[src/rtl/aes_key_sync_sched.sv]
// Sequences one key/sync pair per AES block for counter mode, bumping the sync counter field per accepted block.
// Latency: config accepted at edge N gives out_valid in cycle N+1; one block per cycle; done one cycle after the last handshake.
// Backpressure: out_* held stable while out_valid & !out_rdy; cfg_rdy low for the whole run until the done cycle has passed.
module aes_key_sync_sched #(
    parameter int DATA_WIDTH_IN_BYTES = 16,
    parameter int CNT_WIDTH           = 32,
    parameter int NUM_BLOCKS_WIDTH    = 16
) (
    input  logic                               clk,
    input  logic                               rst,
    input  logic [DATA_WIDTH_IN_BYTES*8-1:0]   cfg_key,
    input  logic [DATA_WIDTH_IN_BYTES*8-1:0]   cfg_sync,
    input  logic [NUM_BLOCKS_WIDTH-1:0]        cfg_num_blocks,
    input  logic                               cfg_valid,
    output logic                               cfg_rdy,
    input  logic                               abort,
    output logic [DATA_WIDTH_IN_BYTES*8-1:0]   out_key,
    output logic [DATA_WIDTH_IN_BYTES*8-1:0]   out_sync,
    output logic                               out_valid,
    input  logic                               out_rdy,
    output logic                               done,
    output logic                               aborted,
    output logic                               cnt_wrap,
    output logic [NUM_BLOCKS_WIDTH-1:0]        blocks_sent
);
    localparam int W = DATA_WIDTH_IN_BYTES * 8;

    typedef enum logic [1:0] {
        IDLE  = 2'd0,
        ISSUE = 2'd1,
        DONE  = 2'd2
    } state_t;

    state_t                      state;
    state_t                      state_nxt;
    logic [W-1:0]                key_reg;
    logic [W-1:0]                sync_reg;
    logic [W-1:0]                sync_inc;
    logic [NUM_BLOCKS_WIDTH-1:0] remaining;
    logic [NUM_BLOCKS_WIDTH-1:0] sent_reg;
    logic                        aborted_reg;
    logic                        wrap_reg;
    logic                        accept;
    logic                        hs;
    logic                        last;

    // Handshake qualifiers are all decoded from state so cfg_rdy reads 1 straight out of reset.
    assign cfg_rdy   = (state == IDLE);
    assign out_valid = (state == ISSUE);
    assign done      = (state == DONE);
    assign accept    = cfg_valid && cfg_rdy;
    assign hs        = out_valid && out_rdy;
    assign last      = (remaining == NUM_BLOCKS_WIDTH'(1));

    assign out_key     = key_reg;
    assign out_sync    = sync_reg;
    assign aborted     = aborted_reg;
    assign cnt_wrap    = wrap_reg;
    assign blocks_sent = sent_reg;

    // State register.
    always_ff @(posedge clk or posedge rst) begin
        if (rst) begin
            state <= IDLE;
        end else begin
            state <= state_nxt;
        end
    end

    // Next-state logic: a zero-length run goes straight to DONE; abort or last handshake ends ISSUE.
    always_comb begin
        state_nxt = state;
        case (state)
            IDLE: begin
                if (accept) begin
                    state_nxt = (cfg_num_blocks == '0) ? DONE : ISSUE;
                end
            end
            ISSUE: begin
                if ((hs && last) || abort) begin
                    state_nxt = DONE;
                end
            end
            DONE:    state_nxt = IDLE;
            default: state_nxt = IDLE;
        endcase
    end

    // Next sync: only the low counter field advances (mod 2^CNT_WIDTH), nonce bits pass through.
    always_comb begin
        sync_inc                  = sync_reg;
        sync_inc[CNT_WIDTH-1:0]   = sync_reg[CNT_WIDTH-1:0] + CNT_WIDTH'(1);
    end

    // Run datapath: latch config on accept, advance per handshake, record abort and counter wrap.
    always_ff @(posedge clk or posedge rst) begin
        if (rst) begin
            key_reg     <= '0;
            sync_reg    <= '0;
            remaining   <= '0;
            sent_reg    <= '0;
            aborted_reg <= 1'b0;
            wrap_reg    <= 1'b0;
        end else begin
            wrap_reg <= 1'b0;
            if (accept) begin
                key_reg     <= cfg_key;
                sync_reg    <= cfg_sync;
                remaining   <= cfg_num_blocks;
                sent_reg    <= '0;
                aborted_reg <= 1'b0;
            end
            if (hs) begin
                sync_reg  <= sync_inc;
                remaining <= remaining - NUM_BLOCKS_WIDTH'(1);
                sent_reg  <= sent_reg + NUM_BLOCKS_WIDTH'(1);
                wrap_reg  <= &sync_reg[CNT_WIDTH-1:0];
            end
            // An abort that lands on the final handshake still counts as a clean finish.
            if ((state == ISSUE) && abort && !(hs && last)) begin
                aborted_reg <= 1'b1;
            end
        end
    end
endmodule

[config.mk]
export PLATFORM = sky130hd
export DESIGN_NAME = aes_key_sync_sched
export DESIGN_NICKNAME = d
export VERILOG_FILES = /design/src/rtl/aes_key_sync_sched.sv
export SDC_FILE = /design/constraint.sdc
export NUM_CORES = 1
export LEC_CHECK = 0
export ABC_AREA = 1
export ABC_CLOCK_PERIOD_IN_PS = 26800
export CORE_AREA = 5 5 212 214
export CTS_BUF_LIST = sky130_fd_sc_hd__clkbuf_16
export CTS_CLUSTER_DIAMETER = 50
export DETAILED_ROUTE_END_ITERATION = 10
export DIE_AREA = 0 0 217 219
export PLACE_DENSITY = 0.65
export SYNTH_ARGS = -nofsm -noshare
export SYNTH_HDL_FRONTEND = slang
export SYNTH_SLANG_ARGS = --single-unit
[constraint.sdc]
create_clock -name clk -period 26.8 [get_ports clk]
set_clock_uncertainty 0.05 [all_clocks]
set_input_delay 4.02 -clock clk [delete_from_list [all_inputs] [get_ports clk]]
set_output_delay 4.02 -clock clk [all_outputs]
set_load 0.02 [all_outputs]
==> impl_results.md <==
* Fin util at 0.4781
* Number of antenna violations at the first check in global routing at 5
* Relative slew slack at 0.2947
* Worst Hold Class: reg -> reg
* Area grow syn2layout at 55.12%
* Tmin final at 6.830 ns
* Unique masters post-synth at 39
* Largest net degree at the start of global routing at 188
* Die Span Y at 219 um
* Die width at 217 um
* Post-DP HPWL at 37.32 mm
* Layout cells sized above 1 at 0.04476
* Synthesized area per cell at 7.875 um2
* Multiplexer area fraction after synthesis at 0
* Main combinational cell family by area after synthesis: simple AND/OR/NAND/NOR gates
* First-pass GRT wire length at 76.62 mm
* Dpl cells at 2,710
* Via/cell ratio at 4.628
* Status: finished clean
* Synth Area in Compound Gates at 0.03794
* Req. time, crit path at 27.22 ns
* WL final at 50.55 mm
* Pwr Density at 123.2 nW/um2
* Hold buffer count at cts at 0
* Mapped Area at 13,160 um2
* Initial Util at 0.3082
* Layout Nets at 2,487
* Full die area at 47,520 um2
* Register area at 7307 um2
* Final Max Tran Viols at 0
* Number of cells upsized or downsized after cts at 0
* I/O pins at 554
* Design area at 20,410 um2
* Worst Setup Start Kind: input port
* CTS tree: built
* RSZ-0062 raised after global routing: false
* Crit path DAT at 7.25 ns
* Max Fclk at 146.4 MHz
* Sequential fraction of the synthesis area at 0.5553
* DRT iter0 DRCs at 1,007
* Core area at 42,700 um2
* Initial DRT Pass Iterations at 5
* Most frequent cells in the layout: 913 x nand2_1, 553 x clkdlybuf4s50_1, 292 x dfrtp_1
* Final Hold Viols at 0
* Final setup violation count at 0
* DRC viols at 0
* Commonest non-fill, non-tap cell in the layout: nand2_1
* Xor and xnor area share after synthesis at 0.002662
* Final cell count without fillers at 2,782
* Adder-Cell Fraction of Synth Area at 0.003803
* H-tree depth at 2
* Row cnt at 76
* Hold WS at 0.4245 ns
* Top cell type's share of synthesized area at 0.5553
* Cells after Synth at 1,671
* Crit-path max FO at 187
* Simple-gate share of the synthesized area at 0.3408
* YS warnings at 0
* Dominant cell type by area after synthesis: dfrtp_1
* Wirelength per Cell at 18.17 um
* CP endpoint kind: flop
* Total Routing Usage GR at 0.2038
* Total clock sinks at 292
* Tightest Pin Transition at 1.058 ns
* Final ANT Viol Nets at 0
* Post-DP Area at 19,080 um2
* CTS root buf: clkbuf_16
* Clk buf depth at 3
* Vias after detailed routing at 12.87k
* Final Wtd Congestion at 0.9202
* VDD IR max at 0.06297 mV
* Post-synthesis register bit count at 292
* Max_cap viols at 0
* Largest cells by area after synthesis: dfrtp_1 56%, nand2_1 26%, inv_1 3.0%
* Post-CTS setup buffers at 0
* Area occupied by multi-input gates at 5077 um2
* WS Path Type: in -> reg
* Period utilisation layout at 0.2548
* CTS clock-pin slew for the worst setup and hold paths at 0.05 ns
* Fill count at 4,120
* Post-Syn Nets at 1,952
* Setup_tns at 0 ns
* CTS Buf Count at 40
* Global route total overflow at 0
* Vias in the first global route at 12.96k
* Port Buffer Count at 553
* Static leakage at 0.009752 uW
* Clock latency on the worst-skew pair at 0.53 ns
cell families after synthesis:
logic type | count (synthesis)
buf+inv | 176
flops | 292
simple gates | 1114
xor+xnor | 4
compound gates | 81
fa+ha+maj | 4
where the power goes:
group | leakage [uW] | total, uW | switching [uW] | internal (uW)
Sequential | 0.00363 | 794 | 149 | 644
Combinational | 0.00546 | 1180 | 688 | 495
Clock | 0.000658 | 537 | 202 | 335
stage by stage:
step / power [uW] / setup WS, ns
3_3_place_gp: 1970 / 19.53
6_report: 2515 / 19.97
5_1_grt: 2670 / 19.69
3_5_place_dp: 1989 / 19.46
4_1_cts: 2544 / 20.05
2_1_floorplan: 1391 / 14.67
critical path, stage by stage:
cell and delay (ns):
clkdlybuf4s50_1 0.60, nand2_8 0.34, inv_8 0.82, buf_4 0.85
nand2_1 0.15, o21ai_0 0.12, inv_1 0.06, nand2_1 0.06
worst paths after layout:
check / from / endpoint / slack [ns] / cells after the start
setup / recovery: cfg_valid / out_sync[29] / 19.97 / 8
hold / removal: out_sync[118] / out_sync[118] / 0.42 / 2
setup reg to reg: state[0] / out_sync[29] / 23.39 / 8
hold reg to reg: out_sync[118] / out_sync[118] / 0.42 / 2
max in group asynchronous: rst / out_key[49] / 20.42 / 4
min in group asynchronous: rst / out_sync[13] / 4.01 / 2
cells in the mapped netlist:
cell,n
inv_4,2
o21a_1,1
o21ai_0,36
buf_6,3
nand2_4,6
dfrtp_1,292
xnor2_1,1
a22oi_2,1
nor2_4,8
nand3_1,74
nand2_2,6
nand3b_1,4
buf_2,55
o22ai_1,3
a2bb2oi_1,1
buf_4,7
o221ai_1,3
nor3_1,8
o21bai_1,6
clkbuf_1,2
a22oi_1,1
inv_2,2
xor2_1,3
a32oi_1,1
a31oi_1,2
nor2_1,72
a21oi_1,5
or2_2,3
inv_1,105
nor3_2,1
o21ai_1,5
o31ai_1,1
nor2_2,6
a22o_1,1
nand3_2,1
ha_1,4
o211ai_1,14
nand2_1,913
nand4_1,12
layer usage:
metal / vias to the layer above / global-route usage / wire length, um
met2: 527 / 0.3476 / 25110
met4: 4 / 0.05772 / 1125
met3: 70 / 0.06787 / 4593
met1: 6059 / 0.2477 / 19700
met5: - / 0 / 21
li1: 6214 / - / -
layout make-up:
| type | count | area share |
|---|---|---|
| Clock buffer | 41 | 0.05026 |
| Inverter | 109 | 0.02090 |
| Sequential cell | 292 | 0.3580 |
| Tap cell | 546 | 0.03347 |
| Timing Repair Buffer | 560 | 0.2738 |
| Clock inverter | 29 | 0.01465 |
| Multi-Input combinational cell | 1203 | 0.2487 |
| Antenna cell | 2 | 0.0002452 |
(Power assumes the default switching activity.)
